===== src/rtl/dmem_responder.sv =====
// ----------------------------------------------------------------------------
// dmem_responder
//
// Multi-cycle data-memory target for the CPU MEM stage. A request seen in IDLE
// is latched, held in BUSY for LATENCY cycles, committed on the last BUSY edge,
// and acknowledged with a one-cycle ack_o pulse in DONE. stall_o freezes the
// upstream pipeline registers while an access is in flight.
//
// Parameters:
//   DEPTH    number of 32-bit words (power of 2)
//   ADDR_W   log2(DEPTH); word index = addr_i[ADDR_W+1:2]
//   LATENCY  cycles spent in BUSY per access (>= 1)
//
// Ports:
//   clk_i       rising-edge clock
//   rst_n_i     asynchronous active-low reset
//   MemRead_i   load request
//   MemWrite_i  store request (wins when both are high)
//   addr_i      byte address
//   data_i      store data
//   data_o      registered load data, valid with ack_o
//   stall_o     combinational pipeline freeze
//   ack_o       one-cycle completion pulse
//   err_o       access error pulse, coincident with ack_o
//
// Build option:
//   DMEM_ERR_EN  when defined, misaligned or out-of-range addresses flag
//                err_o, suppress the store and return zero on a load. When
//                undefined, err_o stays 0, addr_i[1:0] is ignored and the
//                address wraps modulo DEPTH*4.
// ----------------------------------------------------------------------------
module dmem_responder #(
    parameter int unsigned DEPTH   = 32,
    parameter int unsigned ADDR_W  = 5,
    parameter int unsigned LATENCY = 2
) (
    input  logic        clk_i,
    input  logic        rst_n_i,
    input  logic        MemRead_i,
    input  logic        MemWrite_i,
    input  logic [31:0] addr_i,
    input  logic [31:0] data_i,
    output logic [31:0] data_o,
    output logic        stall_o,
    output logic        ack_o,
    output logic        err_o
);

    localparam int unsigned CNT_W = (LATENCY > 1) ? $clog2(LATENCY) : 1;

    typedef enum logic [1:0] {
        StIdle,
        StBusy,
        StDone
    } state_e;

    state_e            state_q, state_d;
    logic [CNT_W-1:0]  cnt_q, cnt_d;
    logic              write_q, write_d;
    logic [31:0]       addr_q, addr_d;
    logic [31:0]       wdata_q, wdata_d;
    logic [31:0]       data_q, data_d;
    logic              ack_q, ack_d;
    logic              err_q, err_d;

    logic              req;
    logic              stall;
    logic              commit;
    logic              acc_err;
    logic [ADDR_W-1:0] idx;

    logic [31:0]       mem [DEPTH];

    assign req = MemRead_i | MemWrite_i;
    assign idx = addr_q[ADDR_W+1:2];

`ifdef DMEM_ERR_EN
    // Judged on the latched address so mid-access input changes cannot matter.
    assign acc_err = (addr_q[1:0] != 2'b00) || (addr_q >= 32'(DEPTH * 4));
`else
    logic unused_addr_bits;
    assign acc_err          = 1'b0;
    assign unused_addr_bits = ^{addr_q[31:ADDR_W+2], addr_q[1:0]};
`endif

    // ------------------------------------------------------------------
    // Next-state and output logic
    // ------------------------------------------------------------------
    always_comb begin
        state_d = state_q;
        cnt_d   = cnt_q;
        write_d = write_q;
        addr_d  = addr_q;
        wdata_d = wdata_q;
        data_d  = data_q;
        ack_d   = 1'b0;
        err_d   = 1'b0;
        stall   = 1'b0;
        commit  = 1'b0;

        unique case (state_q)
            StIdle: begin
                if (req) begin
                    // Stall in the request cycle itself so EX_MEM holds still.
                    stall   = 1'b1;
                    write_d = MemWrite_i;
                    addr_d  = addr_i;
                    wdata_d = data_i;
                    cnt_d   = CNT_W'(LATENCY - 1);
                    state_d = StBusy;
                end
            end
            StBusy: begin
                stall = 1'b1;
                if (cnt_q != '0) begin
                    cnt_d = cnt_q - CNT_W'(1);
                end else begin
                    commit = 1'b1;
                    if (!write_q) begin
                        data_d = acc_err ? 32'h0 : mem[idx];
                    end
                    ack_d   = 1'b1;
                    err_d   = acc_err;
                    state_d = StDone;
                end
            end
            StDone: begin
                // Request still visible here is the one just served; never re-accept it.
                state_d = StIdle;
            end
            default: begin
                state_d = StIdle;
            end
        endcase
    end

    // Reset must release the pipeline even while a request is still presented.
    assign stall_o = stall & rst_n_i;
    assign data_o  = data_q;
    assign ack_o   = ack_q;
    assign err_o   = err_q;

    // ------------------------------------------------------------------
    // Control and datapath registers
    // ------------------------------------------------------------------
    always_ff @(posedge clk_i or negedge rst_n_i) begin
        if (!rst_n_i) begin
            state_q <= StIdle;
            cnt_q   <= '0;
            write_q <= 1'b0;
            addr_q  <= 32'h0;
            wdata_q <= 32'h0;
            data_q  <= 32'h0;
            ack_q   <= 1'b0;
            err_q   <= 1'b0;
        end else begin
            state_q <= state_d;
            cnt_q   <= cnt_d;
            write_q <= write_d;
            addr_q  <= addr_d;
            wdata_q <= wdata_d;
            data_q  <= data_d;
            ack_q   <= ack_d;
            err_q   <= err_d;
        end
    end

    // Storage is not reset. A reset before the commit edge leaves state_q in
    // IDLE, so an aborted store never reaches the array.
    always_ff @(posedge clk_i) begin
        if (commit && write_q && !acc_err) begin
            mem[idx] <= wdata_q;
        end
    end

endmodule


===== config.mk =====
export PLATFORM = sky130hd
export DESIGN_NAME = dmem_responder
export DESIGN_NICKNAME = d
export VERILOG_FILES = /design/src/rtl/dmem_responder.sv
export SDC_FILE = /design/constraint.sdc
export NUM_CORES = 1
export LEC_CHECK = 0
export CAP_MARGIN = 20
export CORE_MARGIN = 1
export CORE_UTILIZATION = 58
export DETAILED_ROUTE_END_ITERATION = 10
export HOLD_SLACK_MARGIN = 0.06
export PLACE_DENSITY = 0.86
export SLEW_MARGIN = 30
export SYNTH_ARGS = -nofsm -noshare
export SYNTH_HDL_FRONTEND = slang
export SYNTH_SLANG_ARGS = --single-unit

===== constraint.sdc =====
create_clock -name clk_i -period 4.7 [get_ports clk_i]
set_input_delay 0.47 -clock clk_i [delete_from_list [all_inputs] [get_ports clk_i]]
set_output_delay 0.47 -clock clk_i [all_outputs]
set_load 0.01 [all_outputs]

==> results.rst <==
.. list-table::
   :header-rows: 1

   * - Metric
     - Value
   * - Headroom to the max-slew limit
     - 28.28%
   * - Inserted Clock Buffers
     - 103
   * - CTS-repair resized insts
     - 0
   * - Top-Level Pins
     - about 100
   * - Total half-perimeter wirelength after legalization and detailed placement
     - about 57 mm
   * - Number of pins exceeding their max-slew limit in the final report
     - 0
   * - Wire length per cell
     - 31.96 µm
   * - Number of clock sinks
     - 1098
   * - Result of the run
     - completed
   * - Hold crit path type
     - input port to async pin
   * - First-pass GRT wire length
     - 150.6 mm
   * - Router iterations before antenna repair
     - 5
   * - Library cell occupying the most area in the post-synthesis netlist
     - edfxtp_1
   * - Die Wd
     - 271.5 µm
   * - Via count of the first global-routing pass
     - 22710
   * - Worst-case vdd ir drop
     - 0.5787 mV
   * - Layout cell share with drive strength beyond 1
     - a little over a fifth
   * - Worst endpoint data arrival time
     - 4210 ps
   * - Total number of yosys warnings
     - 0
   * - First-iteration detailed-routing DRC count
     - around 3200
   * - Max capacitance violation total
     - 0
   * - Final #Nets
     - roughly 2300
   * - Critical setup path kind
     - register to register
   * - Cell chosen for the clock root
     - clkbuf_16
   * - Top area cells in the synthesized netlist
     - edfxtp_1 73%, mux4_2 8.3%, mux2i_1 5.5%
   * - Gr ovfl total
     - 0
   * - Clock edge transition at the registers on the reported setup and hold paths
     - roughly 60 ps
   * - Final cell utilization of the core
     - 66.72%
   * - Vias after detailed routing
     - 22050
   * - Detailed-route wire length
     - 104.1 mm
   * - Final TNS setup
     - 0 ps
   * - Hold violation total from the final report
     - 0
   * - TritonCTS clock tree
     - yes
   * - Placer's final routability congestion estimate
     - ~0.84
   * - Sequential element share of the synthesized area
     - roughly 77%
   * - Number of inserted filler cells in the final layout
     - 4195
   * - Design Power
     - just under 30 mW
   * - Length in cells of the worst reg-to-reg path
     - 5
   * - Cell count after synthesis
     - around 2100
   * - Most frequent standard cell in the layout excluding fill and tap cells
     - edfxtp_1
   * - PnR worst setup slack
     - 827.7 ps
   * - Average vias per placed instance
     - 6.771
   * - Setup repair after global routing missed its margin
     - no
   * - Worst reg2reg setup slack
     - 830 ps
   * - Maximum count of clock buffers along a single path
     - 3
   * - Pin slew with the least headroom to its limit
     - 1076 ps
   * - Number of instances in the placed design
     - 3059
   * - Placeable core region
     - 0.07173 mm²
   * - Starting density of the core
     - approximately 59%
   * - Setup Slack @ Placement
     - 1079 ps
   * - Area Overhead vs Synth
     - 13.60%
   * - Final min period
     - just under 4000 ps
   * - Share of synthesized registers carrying an async set or reset
     - 6.740%
   * - Final worst-path cycle share
     - 82.39%
   * - Achievable clock frequency
     - 0.2582 GHz
   * - Worst clock skew
     - between 30 and 40 ps
   * - Endpoints failing setup
     - 0
   * - Kind of launch point of the worst setup path
     - register
   * - Tot GR Track Use
     - 28.46%
   * - Dominant register cell in the synthesized netlist
     - edfxtp_1
   * - Number of nets with antenna violations after routing
     - 0
   * - Number of nets produced by synthesis
     - 2142
   * - Number of core rows
     - 98
   * - Leak Pwr
     - 15.60 nW
   * - Die area
     - 0.07372 mm²
   * - Seq cells post-synth
     - about 1100
   * - Initial antenna violation count
     - 0
   * - Highest-count cells in the layout ignoring fill and taps
     - 1024 x edfxtp_1, 230 x mux2i_1, 156 x mux4_2, 103 x clkbuf_16, 73 x clkdlybuf4s50_1
   * - CP Data Required Time
     - approximately 5000 ps
   * - Type of destination of the critical path
     - register
   * - Distinct cell type count after synthesis
     - 48
   * - Vertical die dimension
     - 271.5 µm
   * - Mean area per synthesized cell
     - 20.31 µm²
   * - Yosys top cell area share
     - 72.99%
   * - Power density over the cells
     - 623.7 mW/mm²
   * - Post-synth EDFFs
     - 1024
   * - Clock insertion delay at the later pin of the skew report
     - 690 ps
   * - Maximum number of pins on one net before global-route repair
     - 125
   * - Number of buffers inserted by port buffering
     - 74
   * - Worst R2R Start
     - state_q[1]
   * - Synthesized cell area
     - 0.04213 mm²
   * - Reg-to-reg endpoint
     - mem[0][22]
   * - Final routed DRC violation total
     - 0
   * - H-tree levels
     - 3
   * - Highest fanout seen on the critical path
     - 19
   * - Number of non-filler instances in the completed layout
     - 3256
-- where the power goes --
group / internal [mW] / switching [mW] / leakage, nW
Clock: 4.77 / 3.66 / 1.69
Combinational: 3.13 / 3.70 / 3.88
Sequential: 12.6 / 1.99 / 10.0
Total: 20.5 / 9.35 / 15.6
-- timing repair --
item	in CTS	in global routing
buffers inserted	0	0
hold buffers	1	0
hold endpoints to repair	31	0
-- worst max path at each step --
stage	from	cells past startpoint	to
finish	state_q[1]	5	mem[0][22]
global route	state_q[1]	5	mem[0][22]
CTS	state_q[1]	5	mem[0][22]
detailed placement	state_q[1]	5	mem[0][22]
global placement	state_q[1]	5	mem[0][0]
floorplan	addr_q[2]	7	mem[28][0]
-- cell usage after synthesis (2+ instances only) --
| library cell | n |
|---|---|
| nor3_1 | 7 |
| nor3b_1 | 4 |
| dfrtp_1 | 74 |
| nand2b_1 | 17 |
| a22oi_1 | 21 |
| buf_4 | 28 |
| and3_1 | 3 |
| mux2i_1 | 230 |
| o32a_1 | 13 |
| o21ai_1 | 3 |
| nand3b_1 | 3 |
| a31oi_1 | 12 |
| nand4b_1 | 2 |
| o22a_1 | 5 |
| o211ai_1 | 2 |
| or4b_1 | 4 |
| a21oi_1 | 13 |
| buf_2 | 39 |
| mux2_2 | 46 |
| or3_1 | 2 |
| nand3_1 | 18 |
| nor2_1 | 93 |
| clkbuf_1 | 21 |
| nand4bb_1 | 3 |
| nand2_1 | 61 |
| o22ai_1 | 71 |
| o21ai_0 | 9 |
| buf_6 | 18 |
| nor4_1 | 20 |
| nor2b_1 | 14 |
| mux4_2 | 156 |
| a32oi_1 | 6 |
| edfxtp_1 | 1024 |
| buf_1 | 3 |
| and2_1 | 2 |
| a2111oi_0 | 4 |
| a2111oi_2 | 3 |
| nand4_1 | 10 |
-- metal layers --
| layer | routed length (µm) | up-vias | global-route usage (%) |
|---|---|---|---|
| met1 | 35730 | 11220 | 36.40 |
| met2 | 51040 | 1710 | 46.33 |
| met4 | 5265 | 0 | 14.06 |
| met3 | 12030 | 326 | 6.510 |
| li1 | - | 8792 | - |
| met5 | 0 | - | 0 |
-- worst max-delay path, stage by stage, from the launching register on --
cell and delay [ps]:
dfrtp_1 490, nor3b_1 820, nand2_1 210, or3_1 700, nor2_4 850, buf_4 440
-- final cells by class --
type	count	area [µm²]	area share (%)
Antenna cell	1	2.502	0.005229
Timing Repair Buffer	146	1489	3.111
Multi-Input combinational cell	867	9086	18.99
Sequential cell	1098	32650	68.22
Clock inverter	56	614.3	1.284
Tap cell	950	1189	2.484
Clock buffer	138	2829	5.911
-- state kept, by name (all words and copies together), names as in the netlist --
name	count
ack_o	1
data_o	32
cnt_q	1
mem	1024
wdata_q	32
write_q	1
addr_q	5
state_q	2
-- cells by family (layout without fill, tap and decap cells) --
group,after synthesis,after routing,synth area share [%]
AO/OA/AOI/OAI,165,165,2.724
buffers and inverters,109,340,1.657
flip-flops,1098,1098,77.39
multiplexers,432,432,15.03
other,1,2,0.008902
AND/OR/NAND/NOR,269,269,3.187
-- through the flow --
stage | hold WS [ps] | instance area [µm²]
after global routing | 359.7 | 47850
after detailed placement | 490.7 | 44350
after floorplan | 174.4 | 42130
after CTS | 327.0 | 47800
after global placement | 491.7 | 44330
final | 330.3 | 47860
Note: power is estimated with default switching activity, not from simulation.
